--- config.mk ---
export PLATFORM = sky130hd
export DESIGN_NAME = time_display_scan
export DESIGN_NICKNAME = d
export VERILOG_FILES = /design/src/rtl/time_display_scan_pkg.sv /design/src/rtl/time_display_scan_seg7_decoder.sv /design/src/rtl/time_display_scan.sv
export SDC_FILE = /design/constraint.sdc
export NUM_CORES = 1
export LEC_CHECK = 0
export BUFFER_PORTS_ARGS = -buffer_cell sky130_fd_sc_hd__buf_2
export CORE_MARGIN = 4
export CORE_UTILIZATION = 30
export CTS_CLUSTER_DIAMETER = 120
export CTS_CLUSTER_SIZE = 10
export DETAILED_ROUTE_END_ITERATION = 8
export PLACE_DENSITY = 0.57
export SLEW_MARGIN = 40
export SYNTH_ARGS = -nofsm -noshare
export SYNTH_HDL_FRONTEND = slang
export SYNTH_HIERARCHICAL = 1
export SYNTH_SLANG_ARGS = --single-unit
--- constraint.sdc ---
create_clock -name i_clk -period 14.4 [get_ports i_clk]
set_input_delay 0.72 -clock i_clk [delete_from_list [all_inputs] [get_ports i_clk]]
set_output_delay 0.72 -clock i_clk [all_outputs]
set_load 0.005 [all_outputs]
--- src/rtl/time_display_scan_pkg.sv ---
// Shared constants for the six-digit multiplexed time display: glyphs,
// blink field encodings and the BCD split helper.
package time_display_scan_pkg;

  localparam int NUM_DIGITS = 6;

  localparam logic [6:0] SEG_DASH  = 7'b0111111;
  localparam logic [6:0] SEG_BLANK = 7'b1111111;

  typedef enum logic [1:0] {
    SEL_NONE = 2'd0,
    SEL_SEC  = 2'd1,
    SEL_MIN  = 2'd2,
    SEL_HR   = 2'd3
  } blink_sel_e;

  typedef struct packed {
    logic [3:0] tens;
    logic [3:0] ones;
  } bcd_t;

  // Active-low {g,f,e,d,c,b,a}; codes 10..15 are blank.
  function automatic logic [6:0] glyph(input logic [3:0] d);
    case (d)
      4'd0:    return 7'b1000000;
      4'd1:    return 7'b1111001;
      4'd2:    return 7'b0100100;
      4'd3:    return 7'b0110000;
      4'd4:    return 7'b0011001;
      4'd5:    return 7'b0010010;
      4'd6:    return 7'b0000010;
      4'd7:    return 7'b1111000;
      4'd8:    return 7'b0000000;
      4'd9:    return 7'b0010000;
      default: return SEG_BLANK;
    endcase
  endfunction

  // v*13 >> 7 equals v/10 exactly for every 6-bit v.
  function automatic bcd_t bcd_split(input logic [5:0] v);
    logic [5:0] t6;
    bcd_t r;
    r.tens = 4'((11'(v) * 11'd13) >> 7);
    t6     = {2'b00, r.tens};
    r.ones = 4'(v - (t6 << 3) - (t6 << 1));
    return r;
  endfunction

endpackage

--- src/rtl/time_display_scan_seg7_decoder.sv ---
// Combinational 7-segment decoder, active-low; dash overrides the digit.
module seg7_decoder
  import time_display_scan_pkg::*;
(
  input  logic [3:0] digit,
  input  logic       dash,
  output logic [6:0] seg
);

  assign seg = dash ? SEG_DASH : glyph(digit);

endmodule

--- src/rtl/time_display_scan.sv ---
// Six-digit multiplexed hh:mm:ss scanner with per-frame input snapshot.
// Field blinking is built only when TIME_DISPLAY_BLINK_EN is defined.
module time_display_scan
  import time_display_scan_pkg::*;
#(
  parameter int P_SCAN_DIV     = 50000,
  parameter int P_BLINK_FRAMES = 64
) (
  input  logic       i_clk,
  input  logic       i_rstn,
  input  logic [5:0] i_sec,
  input  logic [5:0] i_min,
  input  logic [4:0] i_hr,
  input  logic [1:0] i_blink_sel,
  output logic [5:0] o_an,
  output logic [6:0] o_seg,
  output logic       o_dp
);

  localparam int DW = (P_SCAN_DIV > 1) ? $clog2(P_SCAN_DIV) : 1;

  logic [DW-1:0] div_q;
  logic [2:0]    idx_q;
  logic          run_q;
  logic [5:0]    sec_q, min_q;
  logic [4:0]    hr_q;
  logic          tick, wrap, blank_field;

  assign tick = (div_q == DW'(P_SCAN_DIV - 1));
  assign wrap = tick && (idx_q == 3'(NUM_DIGITS - 1));

  // run_q keeps the display dark until the first snapshot has been taken.
  always_ff @(posedge i_clk) begin
    if (!i_rstn) begin
      div_q <= '0;
      idx_q <= 3'(NUM_DIGITS - 1);
      run_q <= 1'b0;
      sec_q <= '0;
      min_q <= '0;
      hr_q  <= '0;
    end else begin
      div_q <= tick ? '0 : div_q + 1'b1;
      if (tick) idx_q <= wrap ? 3'd0 : idx_q + 3'd1;
      if (wrap) begin
        run_q <= 1'b1;
        sec_q <= i_sec;
        min_q <= i_min;
        hr_q  <= i_hr;
      end
    end
  end

  logic [1:0] field;
  assign field = idx_q[2:1];

`ifdef TIME_DISPLAY_BLINK_EN
  localparam int BW = (P_BLINK_FRAMES > 1) ? $clog2(P_BLINK_FRAMES) : 1;
  blink_sel_e  sel_q;
  logic [BW-1:0] bcnt_q;
  logic        phase_q;

  // Frames are counted as they complete, so the very first wrap does not count.
  always_ff @(posedge i_clk) begin
    if (!i_rstn) begin
      sel_q   <= SEL_NONE;
      bcnt_q  <= '0;
      phase_q <= 1'b1;
    end else if (wrap) begin
      sel_q <= blink_sel_e'(i_blink_sel);
      if (run_q) begin
        if (bcnt_q == BW'(P_BLINK_FRAMES - 1)) begin
          bcnt_q  <= '0;
          phase_q <= ~phase_q;
        end else begin
          bcnt_q <= bcnt_q + 1'b1;
        end
      end
    end
  end

  assign blank_field = !phase_q && (sel_q != SEL_NONE) &&
                       (sel_q == blink_sel_e'(field + 2'd1));
`else
  logic unused_blink_sel;
  assign unused_blink_sel = &{1'b0, i_blink_sel};
  assign blank_field      = 1'b0;
`endif

  logic [5:0] fval;
  logic       over;
  bcd_t       bcd;
  logic [3:0] digit;
  logic [6:0] seg_d;
  logic [5:0] an_d;

  always_comb begin
    fval = '0;
    over = 1'b0;
    case (field)
      2'd0:    begin fval = sec_q;          over = (sec_q > 6'd59); end
      2'd1:    begin fval = min_q;          over = (min_q > 6'd59); end
      default: begin fval = {1'b0, hr_q};   over = (hr_q  > 5'd23); end
    endcase
  end

  assign bcd   = bcd_split(fval);
  assign digit = idx_q[0] ? bcd.tens : bcd.ones;

  seg7_decoder u_dec (
    .digit (digit),
    .dash  (over),
    .seg   (seg_d)
  );

  always_comb begin
    an_d = '1;
    for (int i = 0; i < NUM_DIGITS; i++)
      if (idx_q == 3'(i) && !blank_field) an_d[i] = 1'b0;
  end

  always_ff @(posedge i_clk) begin
    if (!i_rstn || !run_q) begin
      o_an  <= '1;
      o_seg <= SEG_BLANK;
      o_dp  <= 1'b1;
    end else begin
      o_an  <= an_d;
      o_seg <= seg_d;
      o_dp  <= !(idx_q == 3'd2 || idx_q == 3'd4);
    end
  end

endmodule

* After elaboration in Yosys (flattened, before gate mapping)
Memories as Yosys holds them, arrays and structs flattened.
Cells that the tools add are included.
** Word-level totals
- Register bits :: 51
- Memory bits (read-only) :: 112
- Input port bits :: 21
- Output and inout bits :: 14
- Logic and storage cells :: 48
- Memories kept :: 1
** Operators by class
- Add/subtract/negate cells :: 4
- $mul :: 1
- Magnitude comparators :: 3
- Eq/ne operators :: 7
- Multiplexer cells :: 11
- Bitwise gates (word level) :: 1
- Reduce and logical (&&, ||, !) cells :: 10
** Memories
- (name not given) :: words 16, bits a word 7, rd ports 1, clocked after memory_dff 0, write ports 0, RTL line time_display_scan_pkg.sv:24 : case (d)
** Operator list (count)
- $add 16x1->16 const B :: 1
- $eq 16x16->1 const B :: 1
- $gt 6x6->1 const B :: 2
- $pmux 6 s2 :: 1
- $mul 6x4->10 const B :: 1
- $sub 4x4->4 :: 2
- $mux 7 :: 1
- $eq 3x2->1 const B :: 2
- $eq 3x3->1 const B :: 2
- $mux 1 :: 6
- $gt 5x5->1 const B :: 1
- $mux 4 :: 1
- $reduce_or 2->1 :: 2
- $add 3x1->3 const B :: 1
- $eq 3x1->1 const B :: 1
- $logic_not 1->1 :: 3
- $logic_not 3->1 :: 1
- $mux 3 :: 1
- $eq 2x1->1 const B :: 1
- $logic_not 2->1 :: 1
- $logic_or 1x1->1 :: 2
- $pmux 1 s2 :: 1
- $logic_and 1x1->1 :: 1
- $not 1->1 :: 1

* Logic depth before layout (Yosys ltp)
An unclocked memory read counts as a cell.
- Word-level depth :: 8
- Mapped depth :: 23
- Gate-level depth less buffers :: 21

* Modules after synthesis
Netlist, hierarchy kept.
** Modules (own cells, without submodules)
- time_display_scan :: instances 1, cells each 300, area each 2648.8 µm², seq. area each 1021.0 µm²
- seg7_decoder :: instances 1, cells each 34, area each 236.5 µm², seq. area each 0.0 µm²

* Least setup slack after synthesis
No wires, ideal clock.
- Path type :: reg2reg
- Start point :: register idx_q[1]
- End point :: register o_seg[2]
- Library setup time :: 0.123 ns
- Arrival :: 4.661 ns
- Required time :: 14.277 ns
- Path slack :: 9.616 ns
- Cell stages (with the launch flop) :: 22
- Buffers on the path :: 1
- Clock period less this slack :: 4.784 ns
- Path through :: dfxtp_1 -> buf_6 -> mux2_2 -> mux2i_1 -> inv_1 -> ha_1 -> inv_1 -> fa_1 -> inv_1 -> ha_1 -> and4_1 -> o2111ai_1 -> o221ai_1 -> xor2_1 -> ha_1 -> and2_1 -> o31a_1 -> o31ai_1 -> or2b_1 -> o22ai_1 -> nand2b_1 -> or2_2
** On the way
- Word-level cells in the longest chain between the ends :: 7
- Elaborated cells between the ends (all ways) :: 10
- Those cells by class :: add/sub (2); mul (1); eq/ne (1); mux (3); reduce/logical (2); memory (1)
** RTL lines
- from (decl) :: RTL line time_display_scan.sv:23 : logic [2:0] idx_q;
- from (signal assigned) :: RTL line time_display_scan.sv:36 : idx_q <= 3'(NUM_DIGITS - 1);
- from (signal assigned) :: RTL line time_display_scan.sv:43 : if (tick) idx_q <= wrap ? 3'd0 : idx_q + 3'd1;
- $eq 2x1->1 or $logic_not 2->1 (tied branches) :: RTL line time_display_scan.sv:99 : case (field)
- $pmux 6 s2 * :: RTL line time_display_scan.sv:99
- $mul 6x4->10 :: RTL line time_display_scan_pkg.sv:43 : r.tens = 4'((11'(v) * 11'd13) >> 7);
- $sub 4x4->4 :: RTL line time_display_scan_pkg.sv:45 : r.ones = 4'(v - (t6 << 3) - (t6 << 1));
- $sub 4x4->4 * :: RTL line time_display_scan_pkg.sv:45
- $mux 4 * :: RTL line time_display_scan.sv:107 : assign digit = idx_q[0] ? bcd.tens : bcd.ones;
- named net digit[3] :: RTL line time_display_scan.sv:92 : logic [3:0] digit;
- $mem_v2 16x7 *
- to (signal assigned) :: RTL line time_display_scan.sv:128 : o_seg <= seg_d;
- to (decl) :: RTL line time_display_scan.sv:16 : output logic [6:0] o_seg,
Mark *: on every way through the listed nets, which the timed path passes. The rest lies on a longest branch.
A chain may end at the register's enable or synchronous reset.

* Worst setup path in the final report
- Start point :: register idx_q[1]
- End point :: register o_seg[3]
The elaborated chain is that of the path after synthesis.

==> results.md <==
- Setup TNS: 0 ps
- CTS HTree Levels: 2
- Fin. Hold Viols: 0
- Routability cong.: approximately 0.80
- Crit. End Element: register
- Worst Hold Depth: 1
- Routed wire length: 5490 um
- First-pass GRT wire length: slightly above 9000 um
- Netlist cell types: 60
- Hold-fix buffers at CTS: 0
- Worst slew pin tran: about 850 ps
- Worst Path Max Fanout: 12
- Via count: 2213
- Final clock skew: about 6.4 ps
- Min cycle time layout: 5730 ps
- Maximum clock rate: between 150 and 200 MHz
- Adder-Cell Fraction of Synth Area: 13.1%
- CP required: about 15000 ps
- Die area: about 11000 sq um
- Highest-delay cell along the critical path: dfxtp_1
- Overflow after GRT: 0
- Worst Hold Class: register to register
- Worst setup margin: between 8000 and 9000 ps
- Delay-heaviest family, CP: compound AO/OA/AOI/OAI gates
- DR pass1 iterations: 4
- Metal2 WL: 2200 um
- Main synth FF type: dfxtp_1
- Worst hold slack: around 450 ps
- Avg WL per Cell: around 11 um
- Max-cap violations: 0
- Synthesis-to-layout area growth: 14.0%
- Top cell types by occurrence after synthesis: nand2_1 (57), dfxtp_1 (51), ha_1 (27)
- Placed cell count: 485
- # IOs: 35
- P_int: 0.214 mW
- Switching Share: about a fifth
- Pwr Density: 80.4 nW/um^2
- Post-DP HPWL: 4220 um
- RSZ-0062 raised after global routing: false
- Compound-Gate Fraction of Synth Area: between 10% and 20%
- Clk root buf: clkbuf_8
- Syn Nets: 384
- Post-CTS setup buffer count: 0
- Layout cell share with drive strength beyond 1: roughly 18%
- Final instance area: between 3000 and 4000 sq um
- Utilization after layout: 35.4%
- Outcome: finished clean
- Peak VDD IR: approximately 35 uV
- Fillers: slightly below 1k
- Core Area: slightly above 9000 sq um
- Mux cell area share after synthesis: between 3 and 4%
- Largest net degree at the start of global routing: 29
- TritonCTS clock tree: yes
- Buffers & Inverters on Critical Path: 3
- CP Launch Type: register
- Clk slew on worst S/H paths: 90 ps
- Combinational power share: under 10%
- Period utilisation layout: approximately two fifths
- Flop pwr share: a little over half
- Post-route insts no fill: between 400 and 500
- Gate count of the mapped netlist: approximately 330
- Pwr Total: between 0.2 and 0.3 mW
- # rows: 35
- Synthesized cell area: 2890 sq um
- WP data arrival: 5920 ps
- Vias in the first global route: 2073
- PortBufs: 32
- Final Slew Violations: 0
- Metal-1 WL: around 2900 um
- Post-route antenna net violation count: 0
- CP Depth: 20
- Highest metal used: met4
- Mean Syn Cell Area: roughly 8.6 sq um
- Post-synthesis sequential area ratio: between 30% and 40%
- Clock power share: between 40% and 50%
- NetSw: between 0.05 and 0.06 mW
- CP Class: register to register
- CTS sink cnt: about 50
- Antenna violations before repair: 0
- Die W: 106 um
- GRT Overall Usage: around 10%
- Synth warn: 6
- Post-CTS sizing: 0
- Synth Area in Simple Gates: approximately a quarter
- DR WL met3: 332 um
- Placed cell area: between 3000 and 4000 sq um
- Clock latency on the worst-skew pair: 300 ps
- Area leader, netlist: dfxtp_1
- Most frequent cell after synthesis: nand2_1
- Final setup vio count: 0
- Largest stage delay, worst path: ~660 ps
- Leakage: 1.34 nW
- Top cell type's share of synthesized area: a little over a third
- CTS max path bufs: 2
- Detailed-route DRC error count: 0
- Post-Synth XOR/XNOR Area: 5.16%
- Die height: about 110 um
- Synth Register Bits: between 50 and 60
- Async SR Flop Fraction: 0%
- Post-synth EDFFs: 0
- Total CTS buffers: 5
- Worst Reg-to-Reg Cells: 20
- Cell-by-cell trace of the critical path: mux2_2, mux2i_1, inv_1, ha_1, inv_1, fa_1, inv_1, ha_1, and4_1, o2111ai_1, o221ai_1, xor2_1, ha_1, and2_1, o31a_1, o31ai_2, or2b_1, o21ai_0, a21oi_1, or2_2
- Nets: 413
- Initial core utilization: a little under a third
- Via/cell ratio: 4.49
- Pre-CTS setup slack: approximately 8700 ps
- Synth area leaders: dfxtp_1 (35%), ha_1 (12%), nand2_1 (7.4%)
- Main combinational cell family by area after synthesis: simple AND/OR/NAND/NOR gates
- Number of diodes: 0
- Slew margin rel.: between 40% and 50%
- Initial DRC count: approximately 100
[worst paths after layout]
check | startpoint | to | slack, ps
setup / recovery | idx_q[1]$_SDFFE_PN0N_ | o_seg[3]$_SDFF_PP1_ | 8670
hold / removal | run_q$_SDFFE_PN0P_ | o_an[3]$_SDFF_PP1_ | 450
setup reg to reg | idx_q[1]$_SDFFE_PN0N_ | o_seg[3]$_SDFF_PP1_ | 8670
hold reg to reg | run_q$_SDFFE_PN0P_ | o_an[3]$_SDFF_PP1_ | 450
[sequential cells by signal, summed over array words and instances (netlist names)]
name   count
sec_q      6
hr_q       5
run_q      1
o_dp       1
o_seg      7
idx_q      3
o_an       6
div_q     16
min_q      6
[layout by cell type, fill, tap and decap left out, types with 2 or more instances in the layout]
| cell type | instances |
|---|---|
| nand2_1 | 57 |
| dfxtp_1 | 51 |
| buf_2 | 32 |
| ha_1 | 27 |
| nor2_1 | 23 |
| inv_1 | 21 |
| a21boi_0 | 16 |
| xor2_1 | 11 |
| a21oi_1 | 10 |
| o21ai_0 | 10 |
| or2_2 | 8 |
| nand3_1 | 8 |
| nand4_1 | 7 |
| xnor2_1 | 6 |
| and2_1 | 5 |
| clkbuf_8 | 5 |
| and3_1 | 4 |
| nor3_1 | 4 |
| mux2i_1 | 3 |
| o22ai_1 | 3 |
| or3_1 | 3 |
| mux2_4 | 2 |
| o21ai_2 | 2 |
| and4_1 | 2 |
| a31oi_1 | 2 |
| o21ai_1 | 2 |
| or2b_1 | 2 |
| nor2b_1 | 2 |
| nor4_1 | 2 |
| fa_1 | 2 |
| bufinv_16 | 2 |
| nand2b_1 | 2 |
[area by class of cell]
class	instances	area (sq um)	area share, %
multi-input cells	251	1730	52.5
flip-flops and latches	51	1020	31.0
well taps	129	161	4.91
repair buffers	32	160	4.87
inverters	22	82.6	2.51
clock buffers	5	68.8	2.09
clock inverters	3	67.6	2.05
[kinds of logic after synthesis]
kind of cell | after synthesis
buffers and inverters | 32
AND/OR/NAND/NOR | 142
multiplexers | 7
AO/OA/AOI/OAI | 56
adder cells (fa/ha/maj) | 29
flip-flops | 51
XOR/XNOR | 17
[routing by layer]
layer,vias to the layer above,GRT usage [%]
li1,1195,-
met1,964,14.0
met2,49,14.8
met3,5,3.04
met4,0,2.96
met5,-,0
[power by group through the flow]
stage / Sequential (mW) / Combinational, mW / Clock (mW)
global route: 0.142 / 0.00650 / 0.125
global placement: 0.146 / 0.00573 / 0
floorplan: 0.145 / 0.00283 / 0
finish: 0.142 / 0.00562 / 0.117
CTS: 0.142 / 0.00573 / 0.120
detailed placement: 0.146 / 0.00569 / 0
Note: power is estimated with default switching activity, not from simulation.
